`config.mk`:
```
export PLATFORM = sky130hd
export DESIGN_NAME = song_sequencer
export DESIGN_NICKNAME = d
export VERILOG_FILES = /design/src/rtl/song_pkg.sv /design/src/rtl/note_timer.sv /design/src/rtl/song_sequencer.sv
export SDC_FILE = /design/constraint.sdc
export NUM_CORES = 1
export LEC_CHECK = 0
export CAP_MARGIN = 0
export CORE_ASPECT_RATIO = 1.75
export CORE_MARGIN = 3
export CORE_UTILIZATION = 45
export CTS_BUF_LIST = sky130_fd_sc_hd__clkbuf_8 sky130_fd_sc_hd__clkbuf_16
export CTS_CLUSTER_SIZE = 20
export DETAILED_ROUTE_END_ITERATION = 16
export MAX_ROUTING_LAYER = met4
export PLACE_DENSITY = 0.76
export SETUP_SLACK_MARGIN = 0.15
export SYNTH_ARGS = -nofsm -noshare
export SYNTH_HDL_FRONTEND = slang
export SYNTH_SLANG_ARGS = --single-unit
```
`constraint.sdc`:
```
create_clock -name clk -period 3.21 [get_ports clk]
set_input_delay 0.642 -clock clk [delete_from_list [all_inputs] [get_ports clk]]
set_output_delay 0.642 -clock clk [all_outputs]
set_load 0.01 [all_outputs]
```
`src/rtl/song_pkg.sv`:
```
// Shared types and entry-field layout for the song sequencer.
package song_pkg;

    typedef enum logic [1:0] {
        S_IDLE  = 2'd0,
        S_FETCH = 2'd1,
        S_PLAY  = 2'd2,
        S_GAP   = 2'd3
    } state_t;

    localparam int PITCH_MSB = 13;
    localparam int PITCH_LSB = 11;
    localparam int NOTE_MSB  = 10;
    localparam int NOTE_LSB  = 4;
    localparam int DUR_W     = 4;

    localparam logic [DUR_W-1:0] END_DUR   = '0;
    localparam logic [2:0]       PITCH_RST = 3'b010;

    function automatic logic pitch_ok(input logic [2:0] p);
        return (p == 3'b001) || (p == 3'b010) || (p == 3'b100);
    endfunction

endpackage

```
`src/rtl/note_timer.sv`:
```
// Loadable 32-bit down-counter with terminal-count flag; shared by PLAY and GAP.
module note_timer (
    input  logic        clk,
    input  logic        rst,
    input  logic        i_load,
    input  logic [31:0] i_load_val,
    input  logic        i_en,
    output logic        o_zero
);

    logic [31:0] r_count;

    always_ff @(posedge clk or posedge rst) begin
        if (rst) begin
            r_count <= '0;
        end else if (i_load) begin
            r_count <= i_load_val;
        end else if (i_en && (r_count != '0)) begin
            r_count <= r_count - 32'd1;
        end
    end

    assign o_zero = (r_count == '0);

endmodule

```
`src/rtl/song_sequencer.sv`:
```
// Autoplay controller: fetches song entries over req/ack and drives buzzer note/pitch
// for the encoded duration, with a silent gap, pause and abort.
//
// state | meaning
// IDLE  | waiting for start; buzzer silent
// FETCH | rom_req held until rom_ack; end marker returns to IDLE with done
// PLAY  | note/pitch driven for dur*BEAT_CYCLES unpaused cycles
// GAP   | note silent for GAP_CYCLES unpaused cycles, pitch held
module song_sequencer
    import song_pkg::*;
#(
    parameter int BEAT_CYCLES = 12_500_000,
    parameter int GAP_CYCLES  = 1_000_000,
    parameter int ADDR_W      = 8
) (
    input  logic              clk,
    input  logic              rst,
    input  logic              start,
    input  logic              stop,
    input  logic              pause,
    input  logic [ADDR_W-1:0] song_base,
    output logic              rom_req,
    output logic [ADDR_W-1:0] rom_addr,
    input  logic              rom_ack,
    input  logic [13:0]       rom_data,
    output logic [6:0]        note,
    output logic [2:0]        pitch,
    output logic              busy,
    output logic              done
);

    localparam logic [31:0] BEAT     = 32'(BEAT_CYCLES);
    localparam logic [31:0] GAP_LOAD = 32'(GAP_CYCLES) - 32'd1;

    state_t            r_state, w_state_n;
    logic [13:0]       r_entry, w_entry_n;
    logic [ADDR_W-1:0] r_addr, w_addr_n;
    logic              r_pause_q;
    logic              w_load, w_en, w_zero, w_done_n, w_run, w_valid;
    logic [31:0]       w_load_val, w_dur_load;
    logic [DUR_W-1:0]  w_dur;
    logic [6:0]        r_note, w_note_n;
    logic [2:0]        r_pitch, w_pitch_n;
    logic              r_rom_req, r_busy, r_done;

    // Timing follows the registered pause, so a cycle is counted exactly when note was shown.
    assign w_run      = !r_pause_q;
    assign w_dur      = rom_data[DUR_W-1:0];
    assign w_dur_load = 32'(w_dur) * BEAT - 32'd1;

    note_timer u_timer (
        .clk        (clk),
        .rst        (rst),
        .i_load     (w_load),
        .i_load_val (w_load_val),
        .i_en       (w_en),
        .o_zero     (w_zero)
    );

    always_ff @(posedge clk or posedge rst) begin
        if (rst) begin
            r_state <= S_IDLE;
        end else begin
            r_state <= w_state_n;
        end
    end

    always_comb begin
        w_state_n  = r_state;
        w_entry_n  = r_entry;
        w_addr_n   = r_addr;
        w_load     = 1'b0;
        w_load_val = '0;
        w_done_n   = 1'b0;
        w_en       = ((r_state == S_PLAY) || (r_state == S_GAP)) && w_run;
        case (r_state)
            S_IDLE: begin
                if (start) begin
                    w_state_n = S_FETCH;
                    w_addr_n  = song_base;
                end
            end
            S_FETCH: begin
                if (rom_ack) begin
                    w_entry_n = rom_data;
                    if (w_dur == END_DUR) begin
                        w_state_n = S_IDLE;
                        w_done_n  = 1'b1;
                    end else begin
                        w_state_n  = S_PLAY;
                        w_load     = 1'b1;
                        w_load_val = w_dur_load;
                    end
                end
            end
            S_PLAY: begin
                if (w_run && w_zero) begin
                    if (GAP_CYCLES != 0) begin
                        w_state_n  = S_GAP;
                        w_load     = 1'b1;
                        w_load_val = GAP_LOAD;
                    end else begin
                        w_state_n = S_FETCH;
                        w_addr_n  = r_addr + 1'b1;
                    end
                end
            end
            S_GAP: begin
                if (w_run && w_zero) begin
                    w_state_n = S_FETCH;
                    w_addr_n  = r_addr + 1'b1;
                end
            end
            default: w_state_n = S_IDLE;
        endcase
        if (stop) begin
            w_state_n = S_IDLE;
            w_addr_n  = r_addr;
            w_load    = 1'b0;
            w_done_n  = 1'b0;
        end
    end

    assign w_note_n  = w_entry_n[NOTE_MSB:NOTE_LSB];
    assign w_pitch_n = w_entry_n[PITCH_MSB:PITCH_LSB];
    assign w_valid   = pitch_ok(w_pitch_n);

    always_ff @(posedge clk or posedge rst) begin
        if (rst) begin
            r_entry   <= '0;
            r_addr    <= '0;
            r_pause_q <= 1'b0;
            r_note    <= '0;
            r_pitch   <= PITCH_RST;
            r_rom_req <= 1'b0;
            r_busy    <= 1'b0;
            r_done    <= 1'b0;
        end else begin
            r_entry   <= w_entry_n;
            r_addr    <= w_addr_n;
            r_pause_q <= pause;
            r_rom_req <= (w_state_n == S_FETCH);
            r_busy    <= (w_state_n != S_IDLE);
            r_done    <= w_done_n;
            r_note    <= ((w_state_n == S_PLAY) && !pause && w_valid) ? w_note_n : '0;
            // Pitch only ever takes a one-hot value; an invalid entry plays silent instead.
            if ((r_state == S_FETCH) && (w_state_n == S_PLAY) && w_valid) begin
                r_pitch <= w_pitch_n;
            end
        end
    end

    assign rom_req  = r_rom_req;
    assign rom_addr = r_addr;
    assign note     = r_note;
    assign pitch    = r_pitch;
    assign busy     = r_busy;
    assign done     = r_done;

endmodule
```
==> key figures, run 1 <==
Finish
  – Utilization after layout: about two thirds
  – Most frequent cells in the layout: buf_4 (116), dfrtp_1 (65), nor2_1 (44), clkdlybuf4s50_1 (44), nand2_1 (41)
  – Post-route cell area: between 7000 and 8000 sq um
  – Number of diodes: 0
  – Share of layout cells above drive strength 1: about a third
  – P&R area growth vs syn: 45.3%
  – Commonest non-fill, non-tap cell in the layout: buf_4
  – Layout net count: slightly above 800

STA
  – Hold Slack: about 0.50 ns
  – Fmax: roughly 0.26 GHz
  – Relative slew slack: approximately 51%
  – Final Hold Fails: 0
  – Worst-margin pin slew: between 0.7 and 0.8 ns
  – Setup ws final: -0.589 ns
  – Setup violators final: 17
  – Final worst-path cycle share: 118%
  – Setup repair after global routing missed its margin: true
  – Slew Limit Fails: 0
  – Setup Skew: ~0.0048 ns
  – Fin crit period: around 3.8 ns

Drt
  – Iter 0 DRT Violations: between 200 and 300
  – First-pass DRT Iterations: 5
  – Number of remaining DRC errors: 0
  – Routed wire length: about 16000 um
  – Vias post-DR: slightly above 5000
  – Vias/cell: just under 6
  – WL per Instance: ~18 um
  – Post-route ant nets: 0

Critical path
  – CP arrival: around 4.0 ns
  – Slowest-stage cell, CP: fa_2
  – Crit end category: flop
  – CP max stage delay: 0.59 ns
  – Crit Path Category: in -> reg
  – WP data required: 3.42 ns
  – Worst path cell trace: buf_8, fa_2, fa_2, buf_6, ha_4, a211oi_4, o211a_1, or4b_4, o311ai_4, buf_6, nor3b_4, buf_4, and2_4, a211oi_2, a211oi_2
  – Startpoint types: primary input
  – Worst path buffer plus inverter count: 4
  – Critical path's top delay family: adder cells
  – Worst-path fanout max: 5

Synthesis
  – Mapped Area: around 5100 sq um
  – Yosys warnings: 0
  – Post-synth net total: ~640
  – Synth area leaders: dfrtp_1 (32%), ha_1 (8.3%), xnor2_1 (3.6%)
  – Syn Area/Cell: between 9 and 10 sq um
  – Top-area cell type share of the netlist area: approximately a third
  – Post-synthesis cell count: between 500 and 600
  – #FFs+latches synth: 66
  – Main synth FF type: dfrtp_1
  – Synth async-reset ratio: between 90% and 100%
  – Largest area contributor in the netlist: dfrtp_1
  – Sequential share of the synthesized area: 32.1%
  – Post-synth EDFFs: 0
  – Unique cell type count in the Yosys netlist: 77

Power
  – Worst IR Drop VDD: roughly 0.00052 V
  – Sw Share: about a third
  – Lkg Pwr: between 0.003 and 0.004 uW
  – Switch Pwr: around 1600 uW
  – Pwr dens: about 590 nW/um^2
  – Sequential power share: 27.4%
  – Clock Power Share: between 20 and 25%
  – Internal: between 2000 and 3000 uW
  – Comb pwr share: around 49%

Die
  – Die W: 86.9 um
  – # rows: 51
  – Die Area: ~13000 sq um
  – Overall die height: between 100 and 150 um
  – Initial core utilization: 46.1%
  – Core Footprint: about 11000 sq um
  – Num ports: slightly below 50

Clock network
  – CTS tree: yes
  – Worst-path clk slew: around 0.060 ns
  – CTS Hold Bufs: 0
  – Clock Latency Late Sink: 0.33 ns
  – Root Buffer Master: clkbuf_16
  – CTS Buf Count: 9
  – H-Tree Depth: 3
  – Clk buf depth: 2
  – CTS Sinks: 66

Placed design
  – Placed cell area: approximately 6700 sq um
  – Pre-CTS setup slack: -1.43 ns
  – Final HPWL DP: ~12000 um
  – GP Congestion: ~0.94
  – PortBufs: between 40 and 50

Global route
  – Total GRT Usage: approximately 25%
  – Global-route wire length before repair: 25100 um
  – Largest net degree at the start of global routing: 35
  – Initial antenna violation count: 0
  – GRT overflow: 0
  – Vias in the first global route: 5500

Outcome
  – Failing checks: setup timing
  – Outcome: finished with violations

Min path
  – Worst hold path type: reg -> reg

Job
  – Maxcap violations: 0
layout make-up:
class | count | area, sq um
Tap cell | 132 | 165
Fill cell | 824 | 3680
Clock inverter | 6 | 90.1
Clock buffer | 10 | 239
Inverter | 25 | 93.8
Multi-Input combinational cell | 457 | 3720
Timing Repair Buffer | 178 | 1520
Sequential cell | 66 | 1650
cells in the mapped netlist (all sizes together) (5+ instances only):
master / n
dfrtp: 65
nor2: 46
nand2: 43
a21oi: 37
ha: 34
inv: 25
o21ai: 25
xnor2: 21
nand3: 20
clkbuf: 19
nor3: 17
xor2: 15
mux2: 13
nand2b: 13
and2: 12
nand4: 10
nor4: 10
a21o: 9
o22ai: 9
a2bb2oi: 8
fa: 8
or3: 8
and3: 7
a211oi: 6
a31oi: 6
a22oi: 5
nand3b: 5
o211ai: 5
or2: 5
timing repair:
item | 4_1_cts | 5_1_grt
gates resized for setup | 63 | 26
endpoints found under the setup margin | 21 | 36
setup buffers | 4 | 7
pin swaps | 27 | 23
per-stage QoR:
stage                     TNS, ns  std cells  power [uW]
after floorplan             -8.26        571        2280
after global placement     -21.07        847        2950
after detailed placement   -24.37        847        3030
after CTS                   -6.12        867        4260
after global routing        -9.39        874        4650
final                       -7.65        874        4410
cell families (layout without fill, tap and decap cells):
family | after synthesis | in the layout | synth area share, %
xor gates and xnor gates | 36 | 36 | 6.12
buffers and inverters | 48 | 219 | 3.77
adders and majority gates | 42 | 42 | 11.4
muxes | 16 | 16 | 3.43
DFF | 66 | 66 | 32.1
AOI/OAI and AO/OA | 144 | 144 | 19.9
and+or+nand+nor | 219 | 219 | 23.3
power by group through the flow:
stage	clock [uW]	combinational [uW]	sequential [uW]
final	1070	2140	1210
after global routing	1110	2310	1230
after CTS	1080	1980	1200
after detailed placement	0	1820	1210
after global placement	0	1760	1190
after floorplan	0	1090	1190
routing by layer:
metal | track usage, % | wire length [um]
met1 | 22.1 | 5160
met3 | 3.12 | 579
met5 | - | 0
met4 | 17.8 | 1000
met2 | 47.6 | 8880
path summary, 6_finish.rpt:
check | slack [ns] | cells past startpoint | startpoint | to
max | -0.59 | 15 | rom_data[2] | u_timer.r_count[24]
min | 0.50 | 1 | r_entry[6] | r_entry[6]
max reg2reg | 0.31 | 11 | u_timer.r_count[0] | pitch[2]
min reg2reg | 0.50 | 1 | r_entry[6] | r_entry[6]
max in group asynchronous | 1.99 | 3 | rst | pitch[1]
min in group asynchronous | 0.63 | 2 | rst | u_timer.r_count[7]
registers in the layout (all words and copies together), names as in the netlist:
register         cells
r_entry             10
r_state              2
rom_req              1
u_timer.r_count     32
busy                 1
note                 7
pitch                3
done                 1
rom_addr             8
r_pause_q            1
(Power assumes the default switching activity.)
==> run 2, diff against run 1 <==
Settings changed: PLACE_DENSITY 0.76 to 0.65, SLEW_MARGIN from default to 20.
==> run 2 against run 1 <==
Compared with the run above:
- the run still ends with setup timing left
- sequential share of layout area did not move
- register-to-register slack improved by 0.04 ns
- setup slack gained 0.053 ns
- critical path depth down 1
- core utilization unchanged
==> key figures, run 2 (synthesis gave the netlist of run 1 again) <==
Outcome
  – Outcome: finished with violations
  – Failing checks: setup timing

Drt
  – Number of remaining DRC errors: 0
  – Vias/cell: approximately 5.7
  – WL per Instance: between 15 and 20 um
  – First-pass DRT Iterations: 7
  – Vias post-DR: 5008
  – Post-route ant nets: 0
  – Routed wire length: roughly 15000 um
  – Iter 0 DRT Violations: between 200 and 300

Clock network
  – Clk buf depth: 2
  – Clock Latency Late Sink: between 0.3 and 0.4 ns
  – CTS Hold Bufs: 0
  – CTS Sinks: 66
  – CTS tree: yes
  – Worst-path clk slew: roughly 0.06 ns
  – H-Tree Depth: 3
  – Root Buffer Master: clkbuf_16
  – CTS Buf Count: 9

Placed design
  – Placed cell area: 6710 sq um
  – Final HPWL DP: roughly 12000 um
  – GP Congestion: 0.889
  – Pre-CTS setup slack: -1.41 ns
  – PortBufs: 48

STA
  – Slew Limit Fails: 0
  – Fmax: around 0.27 GHz
  – Fin crit period: roughly 3.7 ns
  – Setup violators final: 17
  – Setup TNS Final: -6.73 ns
  – Final Hold Fails: 0
  – Final worst-path cycle share: 117%
  – Setup repair after global routing missed its margin: true
  – Relative slew slack: between 50% and 60%
  – Setup Skew: just over 0.009 ns
  – Worst-margin pin slew: ~0.62 ns
  – Setup ws final: -0.537 ns

Die
  – Num ports: roughly 50
  – # rows: 51
  – Initial core utilization: a little under half
  – Core Footprint: around 11000 sq um
  – Die W: 86.9 um
  – Die Area: between 10000 and 15000 sq um
  – Overall die height: approximately 150 um

Critical path
  – CP arrival: 3.99 ns
  – CP Launch Point: rom_data[2]
  – Crit Path Category: in -> reg
  – Worst-path fanout max: 4
  – WP data required: between 3 and 4 ns
  – Startpoint types: primary input
  – Crit end category: flop
  – Critical R2R Launch: u_timer.r_count[13]

Finish
  – Number of diodes: 0
  – Commonest non-fill, non-tap cell in the layout: buf_4
  – P&R area growth vs syn: 45.3%
  – Filler Cell Count: between 800 and 900
  – Post-route cell area: around 7500 sq um
  – Reg with most FFs: u_timer.r_count
  – Share of layout cells above drive strength 1: 33.2%
  – Largest register FFs: 32
  – Utilization after layout: approximately two thirds
  – Most frequent cells in the layout: buf_4 (120), dfrtp_1 (65), clkdlybuf4s50_1 (44), nor2_1 (43), nand2_1 (41)
  – Layout net count: between 800 and 900

Global route
  – Global-route wire length before repair: 24500 um
  – Initial antenna violation count: 0
  – Vias in the first global route: a little over 5000
  – Largest net degree at the start of global routing: 39
  – GRT overflow: 0
  – Total GRT Usage: between 20% and 30%

Min path
  – Hold Startpoint: pitch[2]
  – Worst hold path type: reg -> reg

Power
  – Worst IR Drop VDD: 0.000516 V
  – Pwr dens: around 600 nW/um^2
  – Lkg Pwr: ~0.0032 uW
  – Pwr Total: 4460 uW

Job
  – Maxcap violations: 0
[run 2: cell type report]
type,instances,area [sq um],area share [%]
Clock buffer,9,225,3.01
Clock inverter,7,125,1.67
Inverter,25,93.8,1.25
Multi-Input combinational cell,457,3720,49.7
Sequential cell,66,1650,22.1
Tap cell,132,165,2.21
Timing Repair Buffer,177,1500,20.1
[run 2: through the flow]
step / instances / hold slack [ns]
global route: 873 / 0.506
detailed placement: 843 / 0.477
finish: 873 / 0.484
global placement: 843 / 0.471
floorplan: 571 / 0.465
CTS: 867 / 0.489
[run 2: worst paths after layout]
check	to	slack, ns	cells past startpoint
worst min-delay path	pitch[2]	0.48	1
max in group asynchronous	rom_addr[7]	1.87	3
min in group asynchronous	u_timer.r_count[1]	0.70	2
worst min register to register	pitch[2]	0.48	1
worst max-delay path	u_timer.r_count[31]	-0.54	14
worst max register to register	pitch[2]	0.35	10
[run 2: critical path: stages]
cell and delay, ns:
buf_8 0.10, fa_2 0.50, fa_2 0.64, buf_4 0.13, ha_4 0.19, a211oi_4 0.29
o21bai_4 0.23, nor3b_2 0.11, o31a_1 0.35, buf_4 0.15, o21a_1 0.16, nor2_2 0.16
nand4_1 0.19, o21ai_1 0.15
[run 2: repair_timing]
item	4_1_cts	5_1_grt
endpoints found under the setup margin	19	29
gates resized for setup	56	26
buffers inserted	8	6
pin swaps	17	23
[run 2: layer usage]
layer	GRT usage, %	share of wire [%]	vias to the layer above
met4	12.9	4.5	0
li1	-	-	2396
met2	47.3	58	133
met1	23.6	35	2443
met5	-	0	-
met3	2.68	3.0	36
[run 2: where the power goes]
| group | internal (uW) | leakage, uW | switching [uW] |
|---|---|---|---|
| Sequential | 1030 | 0.000797 | 166 |
| Clock | 766 | 0.000171 | 382 |
| Combinational | 1120 | 0.00225 | 1000 |
==> run 3, diff against run 2 <==
Settings changed: MAX_ROUTING_LAYER met4 to default.
==> run 3 against run 2 <==
Compared with the run above:
- the flow still finishes with violations (setup timing)
- clock power decreased by 7%
- cell count increased by 0.34%
- die area unchanged
- worst hold slack got worse by 0.0016 ns
- total power decreased by 1.7%
- global-route usage decreased by 0.75 points
- maximum frequency increased by 2.3%
- combinational power about the same
- first-iteration DRC count decreased by 13%
- critical endpoint is now u_timer.r_count[27]
- highest routed layer unchanged
==> key figures, run 3 (synthesis gave the netlist of run 1 again) <==
Outcome
  – Outcome: finished with violations
  – Failing checks: setup timing

Die
  – Core Footprint: ~11000 sq um
  – Initial core utilization: between 40% and 50%
  – Overall die height: between 100 and 150 um
  – Num ports: ~50
  – # rows: 51
  – Die W: 86.9 um
  – Die Area: ~13000 sq um

STA
  – Setup TNS Final: -5.76 ns
  – Final Hold Fails: 0
  – Setup repair after global routing missed its margin: true
  – Slew Limit Fails: 0
  – Relative slew slack: 57.3%
  – Setup Skew: about 0.0078 ns
  – Fmax: about 0.27 GHz
  – Final worst-path cycle share: 114%
  – Worst-margin pin slew: 0.634 ns
  – Setup violators final: 17
  – Setup ws final: -0.454 ns
  – Fin crit period: 3.66 ns

Critical path
  – Worst r2r dst: u_timer.r_count[31]
  – FF-to-FF setup slack: around 0.23 ns
  – Startpoint types: primary input
  – Crit end category: flop
  – CP arrival: roughly 3.9 ns
  – Worst-path fanout max: 3
  – Crit Path Category: in -> reg
  – Critical R2R Launch: u_timer.r_count[0]
  – R2R depth: 12
  – WP data required: between 3 and 4 ns

Drt
  – Vias post-DR: approximately 5000
  – Routed wire length: around 15000 um
  – Iter 0 DRT Violations: between 200 and 250
  – WL per Instance: between 15 and 20 um
  – Number of remaining DRC errors: 0
  – Post-route ant nets: 0
  – Vias/cell: approximately 5.7
  – First-pass DRT Iterations: 5

Clock network
  – CTS Hold Bufs: 0
  – Root Buffer Master: clkbuf_16
  – Worst-path clk slew: about 0.06 ns
  – Clk buf depth: 2
  – H-Tree Depth: 3
  – Clock Latency Late Sink: about 0.33 ns
  – CTS Buf Count: 9
  – CTS tree: yes
  – CTS Sinks: 66

Finish
  – P&R area growth vs syn: 45.6%
  – Fin cells: around 900
  – Reg with most FFs: u_timer.r_count
  – Share of layout cells above drive strength 1: 34.3%
  – Utilization after layout: 67.1%
  – Number of diodes: 0
  – Most frequent cells in the layout: buf_4 (123), dfrtp_1 (65), clkdlybuf4s50_1 (44), nor2_1 (42), nand2_1 (39)
  – Commonest non-fill, non-tap cell in the layout: buf_4
  – Largest register FFs: 32
  – Layout net count: between 800 and 900
  – Post-route cell area: 7500 sq um

Min path
  – Hold path depth: 1
  – Worst Hold End: pitch[2]
  – Worst hold path type: reg -> reg
  – Hold Startpoint: pitch[2]

Global route
  – GRT overflow: 0
  – Largest net degree at the start of global routing: 67
  – Vias in the first global route: approximately 5200
  – Total GRT Usage: roughly a quarter
  – Initial antenna violation count: 0
  – Global-route wire length before repair: about 24000 um

Power
  – Sequential power share: between 20% and 30%
  – Pwr dens: slightly below 600 nW/um^2
  – Internal: ~2800 uW
  – Sw Share: between 30% and 40%
  – Worst IR Drop VDD: 0.000436 V
  – Lkg Pwr: approximately 0.0032 uW
  – Comb pwr share: a little under 50%
  – Clock Power Share: 24.3%
  – Switch Pwr: between 1500 and 2000 uW

Placed design
  – Inst Count DP: 850
  – Pre-CTS setup slack: -1.44 ns
  – Placed cell area: a little under 7000 sq um
  – Final HPWL DP: ~12000 um
  – PortBufs: 48
  – GP Congestion: around 0.89

Job
  – Maxcap violations: 0
## run 3: metal layers
metal	global-route usage (%)	up-vias	wire, um
li1	-	2419	-
met1	22.4	2414	5110
met2	47.6	135	8710
met3	3.29	47	471
met4	13.5	0	830
met5	0	-	0
## run 3: cell type report
type | count | area [sq um]
multi-input cells | 457 | 3730
repair buffers | 180 | 1520
clock buffers | 9 | 225
flip-flops and latches | 66 | 1650
inverters | 25 | 93.8
fillers | 884 | 3670
well taps | 132 | 165
clock inverters | 7 | 103
## run 3: power groups by stage
stage	clock network, uW	logic, uW	registers, uW
floorplan	0	1090	1190
global placement	0	1800	1190
detailed placement	0	1840	1210
CTS	1080	2070	1200
global route	1120	2300	1220
finish	1070	2120	1200
## run 3: critical path, stage by stage
cell and delay, ns:
buf_8 0.10, fa_2 0.49, fa_1 0.56, inv_2 0.06, fa_2 0.35, nand2b_4 0.15
a21o_1 0.18, buf_6 0.13, a211oi_4 0.25, nand2_2 0.11, nor3b_4 0.24, nor4b_4 0.29
buf_4 0.17, nand4_1 0.09, nand3_1 0.11
## run 3: worst max path at each step
stage	start	endpoint	cells after the start
final	rom_data[2]	u_timer.r_count[27]	15
after CTS	rom_data[1]	u_timer.r_count[29]	14
after detailed placement	rom_data[2]	u_timer.r_count[29]	15
after floorplan	rom_data[3]	u_timer.r_count[22]	13
after global routing	rom_data[2]	u_timer.r_count[31]	13
after global placement	rom_data[2]	u_timer.r_count[29]	15
## run 3: what timing repair did
item / CTS / global route
pin swaps: 39 / 14
gates resized for setup: 73 / 14
endpoints found under the setup margin: 19 / 27
setup buffers: 7 / 3
## run 3: stage by stage
stage	hold WS [ns]	total power, uW
2_1_floorplan	0.465	2280
3_3_place_gp	0.471	2990
3_5_place_dp	0.475	3050
4_1_cts	0.487	4350
5_1_grt	0.500	4650
6_report	0.483	4390
